===== src/rtl/seq_pkg.sv =====
// Shared definitions for the serializer feeding the sequence-detector FSMs.
package seq_pkg;

    // Default word width for the serializer and its holding buffer.
    localparam int unsigned DEFAULT_WIDTH = 8;

    // ST_IDLE: shifter empty; ST_SHIFT: a data bit is currently on ser_out.
    typedef enum logic {
        ST_IDLE  = 1'b0,
        ST_SHIFT = 1'b1
    } state_e;

endpackage


===== src/rtl/seq_hold_buf.sv =====
// One-entry holding buffer that parks the next word while the shifter is busy.
module seq_hold_buf import seq_pkg::*; #(
    parameter int unsigned WIDTH = DEFAULT_WIDTH
) (
    input  logic             clk,
    input  logic             rst,
    input  logic             wr_en,
    input  logic [WIDTH-1:0] wr_data,
    input  logic             rd_en,
    output logic [WIDTH-1:0] rd_data,
    output logic             full
);

    logic             full_d, full_q;
    logic [WIDTH-1:0] data_d, data_q;

    // Next state: a read empties the entry, a write fills it (never both in one cycle).
    always_comb begin
        full_d = full_q;
        data_d = data_q;
        if (rd_en) begin
            full_d = 1'b0;
        end
        if (wr_en) begin
            full_d = 1'b1;
            data_d = wr_data;
        end
    end

    // Buffer state register; reset drops any parked word.
    always_ff @(posedge clk or posedge rst) begin
        if (rst) begin
            full_q <= 1'b0;
            data_q <= '0;
        end else begin
            full_q <= full_d;
            data_q <= data_d;
        end
    end

    assign rd_data = data_q;
    assign full    = full_q;

endmodule


===== src/rtl/seq_bit_serializer.sv =====
// Parallel-to-serial stage: valid/ready word input, one registered bit per clock out.
// A one-entry buffer lets consecutive words stream with no idle cycle between them.
module seq_bit_serializer import seq_pkg::*; #(
    parameter int unsigned WIDTH     = DEFAULT_WIDTH,
    parameter bit          MSB_FIRST = 1'b1,
    parameter bit          IDLE_BIT  = 1'b0
) (
    input  logic             clk,
    input  logic             rst,
    input  logic [WIDTH-1:0] data_in,
    input  logic             data_valid,
    output logic             data_ready,
    output logic             ser_out,
    output logic             ser_valid,
    output logic             frame_done
);

    localparam int unsigned CNT_W = $clog2(WIDTH);

    state_e           state_d, state_q;
    logic [CNT_W-1:0] cnt_d, cnt_q;
    logic [WIDTH-1:0] shreg_d, shreg_q;
    logic             ser_out_d, ser_out_q;
    logic             ser_valid_d, ser_valid_q;
    logic             frame_done_d, frame_done_q;

    logic             buf_full;
    logic             buf_wr;
    logic             buf_rd;
    logic [WIDTH-1:0] buf_data;
    logic             accept;
    logic             load;
    logic [WIDTH-1:0] load_word;

    // Ready depends only on the buffer flop, never on data_valid.
    assign data_ready = !buf_full;
    assign accept     = data_valid & data_ready;

    seq_hold_buf #(
        .WIDTH (WIDTH)
    ) u_hold_buf (
        .clk     (clk),
        .rst     (rst),
        .wr_en   (buf_wr),
        .wr_data (data_in),
        .rd_en   (buf_rd),
        .rd_data (buf_data),
        .full    (buf_full)
    );

    // FSM next state, bit counter, shifter and registered serial outputs.
    always_comb begin
        state_d      = state_q;
        cnt_d        = cnt_q;
        shreg_d      = shreg_q;
        ser_out_d    = IDLE_BIT;
        ser_valid_d  = 1'b0;
        frame_done_d = 1'b0;
        buf_wr       = 1'b0;
        buf_rd       = 1'b0;
        load         = 1'b0;
        load_word    = data_in;

        unique case (state_q)
            ST_IDLE: begin
                // Empty shifter: the buffer is bypassed.
                if (accept) begin
                    load    = 1'b1;
                    state_d = ST_SHIFT;
                end
            end
            ST_SHIFT: begin
                if (cnt_q != '0) begin
                    // Mid-word: present the next bit, park any new word.
                    ser_valid_d  = 1'b1;
                    ser_out_d    = MSB_FIRST ? shreg_q[WIDTH-1] : shreg_q[0];
                    shreg_d      = MSB_FIRST ? (shreg_q << 1) : (shreg_q >> 1);
                    cnt_d        = cnt_q - CNT_W'(1);
                    frame_done_d = (cnt_q == CNT_W'(1));
                    buf_wr       = accept;
                end else if (buf_full) begin
                    // Last bit on ser_out now; buffered word follows gaplessly.
                    load      = 1'b1;
                    load_word = buf_data;
                    buf_rd    = 1'b1;
                end else if (accept) begin
                    load = 1'b1;
                end else begin
                    state_d = ST_IDLE;
                end
            end
            default: begin
                state_d = ST_IDLE;
            end
        endcase

        // A load puts the first bit out immediately and keeps the rest in the shifter.
        if (load) begin
            ser_valid_d = 1'b1;
            cnt_d       = CNT_W'(WIDTH - 1);
            ser_out_d   = MSB_FIRST ? load_word[WIDTH-1] : load_word[0];
            shreg_d     = MSB_FIRST ? (load_word << 1) : (load_word >> 1);
        end
    end

    // State and output registers; reset discards any word in flight.
    always_ff @(posedge clk or posedge rst) begin
        if (rst) begin
            state_q      <= ST_IDLE;
            cnt_q        <= '0;
            shreg_q      <= '0;
            ser_out_q    <= IDLE_BIT;
            ser_valid_q  <= 1'b0;
            frame_done_q <= 1'b0;
        end else begin
            state_q      <= state_d;
            cnt_q        <= cnt_d;
            shreg_q      <= shreg_d;
            ser_out_q    <= ser_out_d;
            ser_valid_q  <= ser_valid_d;
            frame_done_q <= frame_done_d;
        end
    end

    assign ser_out    = ser_out_q;
    assign ser_valid  = ser_valid_q;
    assign frame_done = frame_done_q;

endmodule

===== config.mk =====
export PLATFORM = sky130hd
export DESIGN_NAME = seq_bit_serializer
export DESIGN_NICKNAME = d
export VERILOG_FILES = /design/src/rtl/seq_pkg.sv /design/src/rtl/seq_hold_buf.sv /design/src/rtl/seq_bit_serializer.sv
export SDC_FILE = /design/constraint.sdc
export NUM_CORES = 1
export LEC_CHECK = 0
export ABC_AREA = 1
export BUFFER_PORTS_ARGS = -buffer_cell sky130_fd_sc_hd__buf_2
export CORE_MARGIN = 4
export CORE_UTILIZATION = 43
export CTS_CLUSTER_DIAMETER = 30
export DETAILED_ROUTE_END_ITERATION = 12
export PLACE_DENSITY = 0.73
export REMOVE_ABC_BUFFERS = 1
export SLEW_MARGIN = 20
export SYNTH_ARGS = -nofsm -noshare
export SYNTH_HDL_FRONTEND = slang
export SYNTH_SLANG_ARGS = --single-unit

===== constraint.sdc =====
create_clock -name clk -period 1.6 [get_ports clk]
set_clock_uncertainty 0.2 [all_clocks]
set_input_delay 0.08 -clock clk [delete_from_list [all_inputs] [get_ports clk]]
set_output_delay 0.08 -clock clk [all_outputs]
set_load 0.05 [all_outputs]

Yosys cells after proc, flatten, opt, wreduce, memory -nomap -nowiden:

Cells that the tools add are included.

* logic and storage cells: 48
* bits in registers: 24
* input port bits: 11
* output and inout bits: 4

* reduce and logical (&&, ||, !) cells: 6
* $add $sub $neg: 1
* eq/ne operators: 1
* multiplexer cells: 30
* bitwise operators: 2

Operators with widths (count)
* $mux W8: 6
* $mux W1: 19
* $mux W3: 3
* $reduce_bool A2 Y1: 3
* $pmux W1 S2: 2
* $eq A3 B1 Y1 const B: 1
* $reduce_bool A3 Y1: 1
* $sub A3 B1 Y3 const B: 1
* $reduce_and A2 Y1: 1
* $and A1 B1 Y1: 1
* $logic_not A1 Y1: 1
* $not A1 Y1: 1

Logic depth before layout (Yosys ltp):

* depth after elaboration: 8
* mapped depth: 9

Hierarchy:

From an unflattened synthesis, not the netlist that was laid out.

* cell total of the unflattened synthesis: 157
* area total of the unflattened synthesis: 1168.6 µm²

Modules (own cells, without submodules)
* seq_bit_serializer: cells each 118, area each 823.3 µm², seq. area each 350.3 µm², times used 1
* seq_hold_buf: cells each 39, area each 345.3 µm², seq. area each 225.2 µm², times used 1

Worst setup path before layout:

Ideal clock, no wire load.

* path type: register -> register
* start point: reg u_hold_buf.full_q, in the netlist u_hold_buf.full
* end point: reg shreg_q[2]
* setup time: 0.077 ns
* setup slack: 0.008 ns
* arrival: 1.315 ns
* buffers on the path: 0
* data required time: 1.323 ns
* stages on the path, launching flop included: 8
* cell sequence: dfrtp_1 > inv_1 > nand2_1 > nand2_2 > nand2_2 > inv_2 > nand3_1 > a21oi_1

* word-level cells in the longest chain between the ends: 8

Ends and longest elaborated chain
* from (decl): line seq_hold_buf.sv:14 `logic full_d, full_q;`
* from (signal assigned): line seq_hold_buf.sv:36 `full_q <= full_d;`
* $logic_not A1 Y1 (*): line seq_bit_serializer.sv:36 `assign data_ready = !buf_full;`
* via data_ready: line seq_bit_serializer.sv:12 `output logic data_ready,`
* $and A1 B1 Y1 (*): line seq_bit_serializer.sv:37 `assign accept = data_valid & data_ready;`
* $mux W1 (*): line seq_bit_serializer.sv:67, seq_bit_serializer.sv:86
* $mux W1: line seq_bit_serializer.sv:81 `end else if (buf_full) begin`
* $mux W1: line seq_bit_serializer.sv:73 `if (cnt_q != '0) begin`
* $pmux W1 S2 (*): line seq_bit_serializer.sv:64 `unique case (state_q)`
* $reduce_bool A2 Y1 (no source line)
* $reduce_and A2 Y1 (no source line)
* to (signal assigned): line seq_bit_serializer.sv:118 `shreg_q <= shreg_d;`
* to (decl): line seq_bit_serializer.sv:22 `logic [WIDTH-1:0] shreg_d, shreg_q;`

The timed path passes the listed nets; every way through them passes the cells marked *.
A chain may end at the register's enable or synchronous reset.

Final worst setup path:

* start point: reg cnt_q[0]
* end point: reg shreg_q[4]

* word-level cells in the longest chain between the ends: 5

Ends and longest elaborated chain
* from (decl): line seq_bit_serializer.sv:21 `logic [CNT_W-1:0] cnt_d, cnt_q;`
* from (signal assigned): line seq_bit_serializer.sv:117 `cnt_q <= cnt_d;`
* $reduce_bool A3 Y1 (*): line seq_bit_serializer.sv:73
* $mux W1: line seq_bit_serializer.sv:73
* $pmux W1 S2: line seq_bit_serializer.sv:64
* $reduce_bool A2 Y1 (no source line)
* $reduce_and A2 Y1 (no source line)

Every way passes the cells marked *; elsewhere a longest branch is shown, timed or not.

==> flow_metrics.py <==
metrics = {
    "cts": {
        "htree_levels": 1,
        "clk-insertion-delay-late_ns": 0.32,
        "clock_tree_from_tritoncts": "done",
        "clockBufferDepth": 2,
        "cts_root_buf": "clkbuf_4",
        "cts.sink_count": 23,
        "clk_transition_reported_paths_ns": 0.13,
        "cts-buffers-inserted": 3,
    },
    "power": {
        "peakVddDrop_mv": 1.18,
        "p_leak_nw": 0.797,
        "totalPowerFinal_mw": 2.80,
        "total_power_per_unit_cell_area_mw_per_mm2": 1790,
    },
    "route": {
        "drcViolationCount": 0,
        "detailed_route_iter0_violations": 16,
        "drt-total-wl_mm": 2.50,
        "vias_per_cell": 4.69,
        "avgRoutedWirePerCell_um": 11.6,
        "routed-via-count": 1009,
        "firstDrtPassIters": 4,
        "antenna_left": 0,
    },
    "timing": {
        "layout_min_cycle_time_ns": 1.59,
        "setup-tns-final_ns": 0,
        "worst_slew_pin_slew_ns": 0.297,
        "rsz0062_at_grt": "true",
        "hold_violations": 0,
        "maximum_clock_frequency_ghz": 0.631,
        "setup_viol": 0,
        "final_max_slew_viol_count": 0,
        "final_min_period_over_clock_period": 0.991,
        "timing.max_slew.rel_slack": 0.802,
        "finalHoldWorstSlack_ns": 0.125,
    },
    "setup_path": {
        "end_kind": "flip-flop",
        "crit_path_top_delay_cell": "dfrtp_1",
        "worstSetupPathType": "reg -> reg",
        "critical_path.reg2reg.endpoint": "shreg_q[4]",
        "launch_instance_of_the_worst_register_to_register_path": "cnt_q[0]",
        "reg2regPathDepth": 9,
        "cp_common_cell": "nor2_4",
        "arrival_ns": 1.64,
        "timing.critical_path.from_type": "flip-flop",
        "rrSetupSlack_ns": 0.01,
        "critical_path.max_stage_delay_ns": 0.41,
        "worstSetupStartpoint": "cnt_q[0]",
        "cp.required_ns": 1.66,
        "crit_chain": "inv_2 -> ha_4 -> inv_2 -> nor2_4 -> nor2_4 -> nor2_4 -> buf_6 -> nor2_1 -> a21oi_1",
        "critical_path_peak_fanout": 5,
    },
    "die": {
        "dieWidth_um": 59.6,
        "floorplan.io_pins": 15,
        "core_area_mm2": 0.00250,
        "placementRows": 18,
        "initial_core_util": 0.457,
        "dieHeight_um": 59.6,
        "area_enclosed_by_the_die_boundary_mm2": 0.00355,
    },
    "synth": {
        "synthDistinctLibCells": 17,
        "syn_avg_cell_area_um2": 7.94,
        "share_of_the_yosys_chip_area_belonging_to_registers": 0.503,
        "syn-cell-area_mm2": 0.00114,
        "yosys_register_bits": 23,
        "yosys_warnings": 0,
        "post_synth_inst_count": 144,
    },
    "cells_and_area": {
        "areaGrowthSynthToFinish_pct": 36.9,
        "multi_input_area_um2": 527,
        "sequential_cell_area_um2": 576,
        "nets": 200,
        "post_route_utilization": 0.626,
        "final_cell_area_mm2": 0.00157,
        "layout-drive-gt1-share": 0.314,
        "insertedDiodeCount": 0,
        "fillCellCount": 215,
    },
    "placement": {
        "detailedPlacementHpwl_mm": 1.55,
        "place.port_buffers": 14,
        "globalplace.congestion": 0.750,
        "placedInstanceArea_mm2": 0.00130,
    },
    "grt": {
        "grt_antenna_before_repair": 0,
        "total_grt_usage": 0.154,
        "first_global_vias": 980,
        "remaining_global_route_overflow": 0,
        "wire_length_of_the_first_global_routing_pass_mm": 4.11,
        "largest_net_degree_at_the_start_of_global_routing": 24,
    },
    "flow_run": {
        "count_of_max_cap_constraint_violations": 0,
    },
    "run_status": {
        "status": "completed",
    },
    "min_path": {
        "min_path_type": "in -> async",
    },
}
layer usage:
layer  routed length (um)  GRT usage  vias up
met5                    0          0        -
met4                   55     0.0665        0
met3                   66     0.0196        8
met2                 1280      0.265       15
met1                 1110      0.194      464
li1                     -          -      522
registers in the layout (all words and copies together) (netlist names):
signal and cells:
frame_done 1, cnt_q 3, ser_out 1, u_hold_buf.full 1
u_hold_buf.rd_data 8, ser_valid 1, shreg_q 7, state_q 1
cells by family after synthesis:
group / after synthesis / synth area share
DFF: 23 / 0.503
and+or+nand+nor: 63 / 0.251
AOI/OAI and AO/OA: 23 / 0.105
adders and majority gates: 3 / 0.0328
buffers and inverters: 32 / 0.108
synth_stat cells:
cell type  number  share of area
a21oi_1         5          0.022
buf_4           1         0.0066
dfrtp_1        23           0.50
ha_1            3          0.033
inv_1          28          0.092
inv_2           3         0.0098
nand2_1        31           0.10
nand2_2         3          0.016
nand3_1         5          0.022
nand3_4         1          0.015
nor2_1         18          0.059
nor2_2          2          0.011
nor2_4          2          0.020
o211ai_1        2          0.013
o21ai_0         6          0.026
o21ai_1        10          0.044
or2_2           1         0.0055
layout by cell type, fill, tap and decap left out, drive strengths merged:
cell,synthesis,final
nand2,34,34
inv,31,31
buf,1,25
dfrtp,23,23
nor2,22,22
o21ai,16,16
dlygate4sd3,0,10
nand3,6,8
a21oi,5,5
clkbuf,0,4
ha,3,3
o211ai,2,2
or2,1,1
clkinv,0,1
critical path: cells and delay by family (launching register included):
family                     cells  cell delay, ns
buffers and inverters          3            0.27
adders and majority gates      1            0.14
and+or+nand+nor                4            0.35
DFF                            1            0.41
AOI/OAI and AO/OA              1            0.14
per-stage QoR:
step | std cells | worst slack [ns]
5_1_grt | 215 | -0.0873
3_5_place_dp | 194 | -0.0695
4_1_cts | 208 | -0.00558
2_1_floorplan | 143 | 0.00774
6_report | 215 | 0.0145
3_3_place_gp | 194 | 0.00645
area by class of cell:
cell class,instances,share of cell area
Clock buffer,3,0.0144
Clock inverter,1,0.00320
Inverter,31,0.0759
Multi-Input combinational cell,91,0.337
Sequential cell,23,0.368
Tap cell,30,0.0240
Timing Repair Buffer,36,0.178
worst max-delay path by stage:
stage                 endpoint  slack, ns  cells after the start
CTS                 shreg_q[7]     -0.006                      7
detailed placement     ser_out      -0.07                      7
global placement       ser_out      0.006                      7
finish              shreg_q[4]       0.01                      9
floorplan           shreg_q[2]      0.008                      7
global route        shreg_q[4]      -0.09                      9
timing repair:
| item | in CTS | in global routing |
|---|---|---|
| hold buffers | 10 | 0 |
| resized for setup | 3 | 21 |
| gates cloned | 0 | 2 |
| hold endpoints to repair | 39 | 0 |
| buffers inserted | 0 | 5 |
| setup endpoints to repair | 7 | 20 |
report_power, final:
group / switching [mW] / internal (mW)
clock network: 0.187 / 0.0938
registers: 0.132 / 0.832
logic: 0.922 / 0.636
total: 1.24 / 1.56
Power figures use the tool's default switching activity.
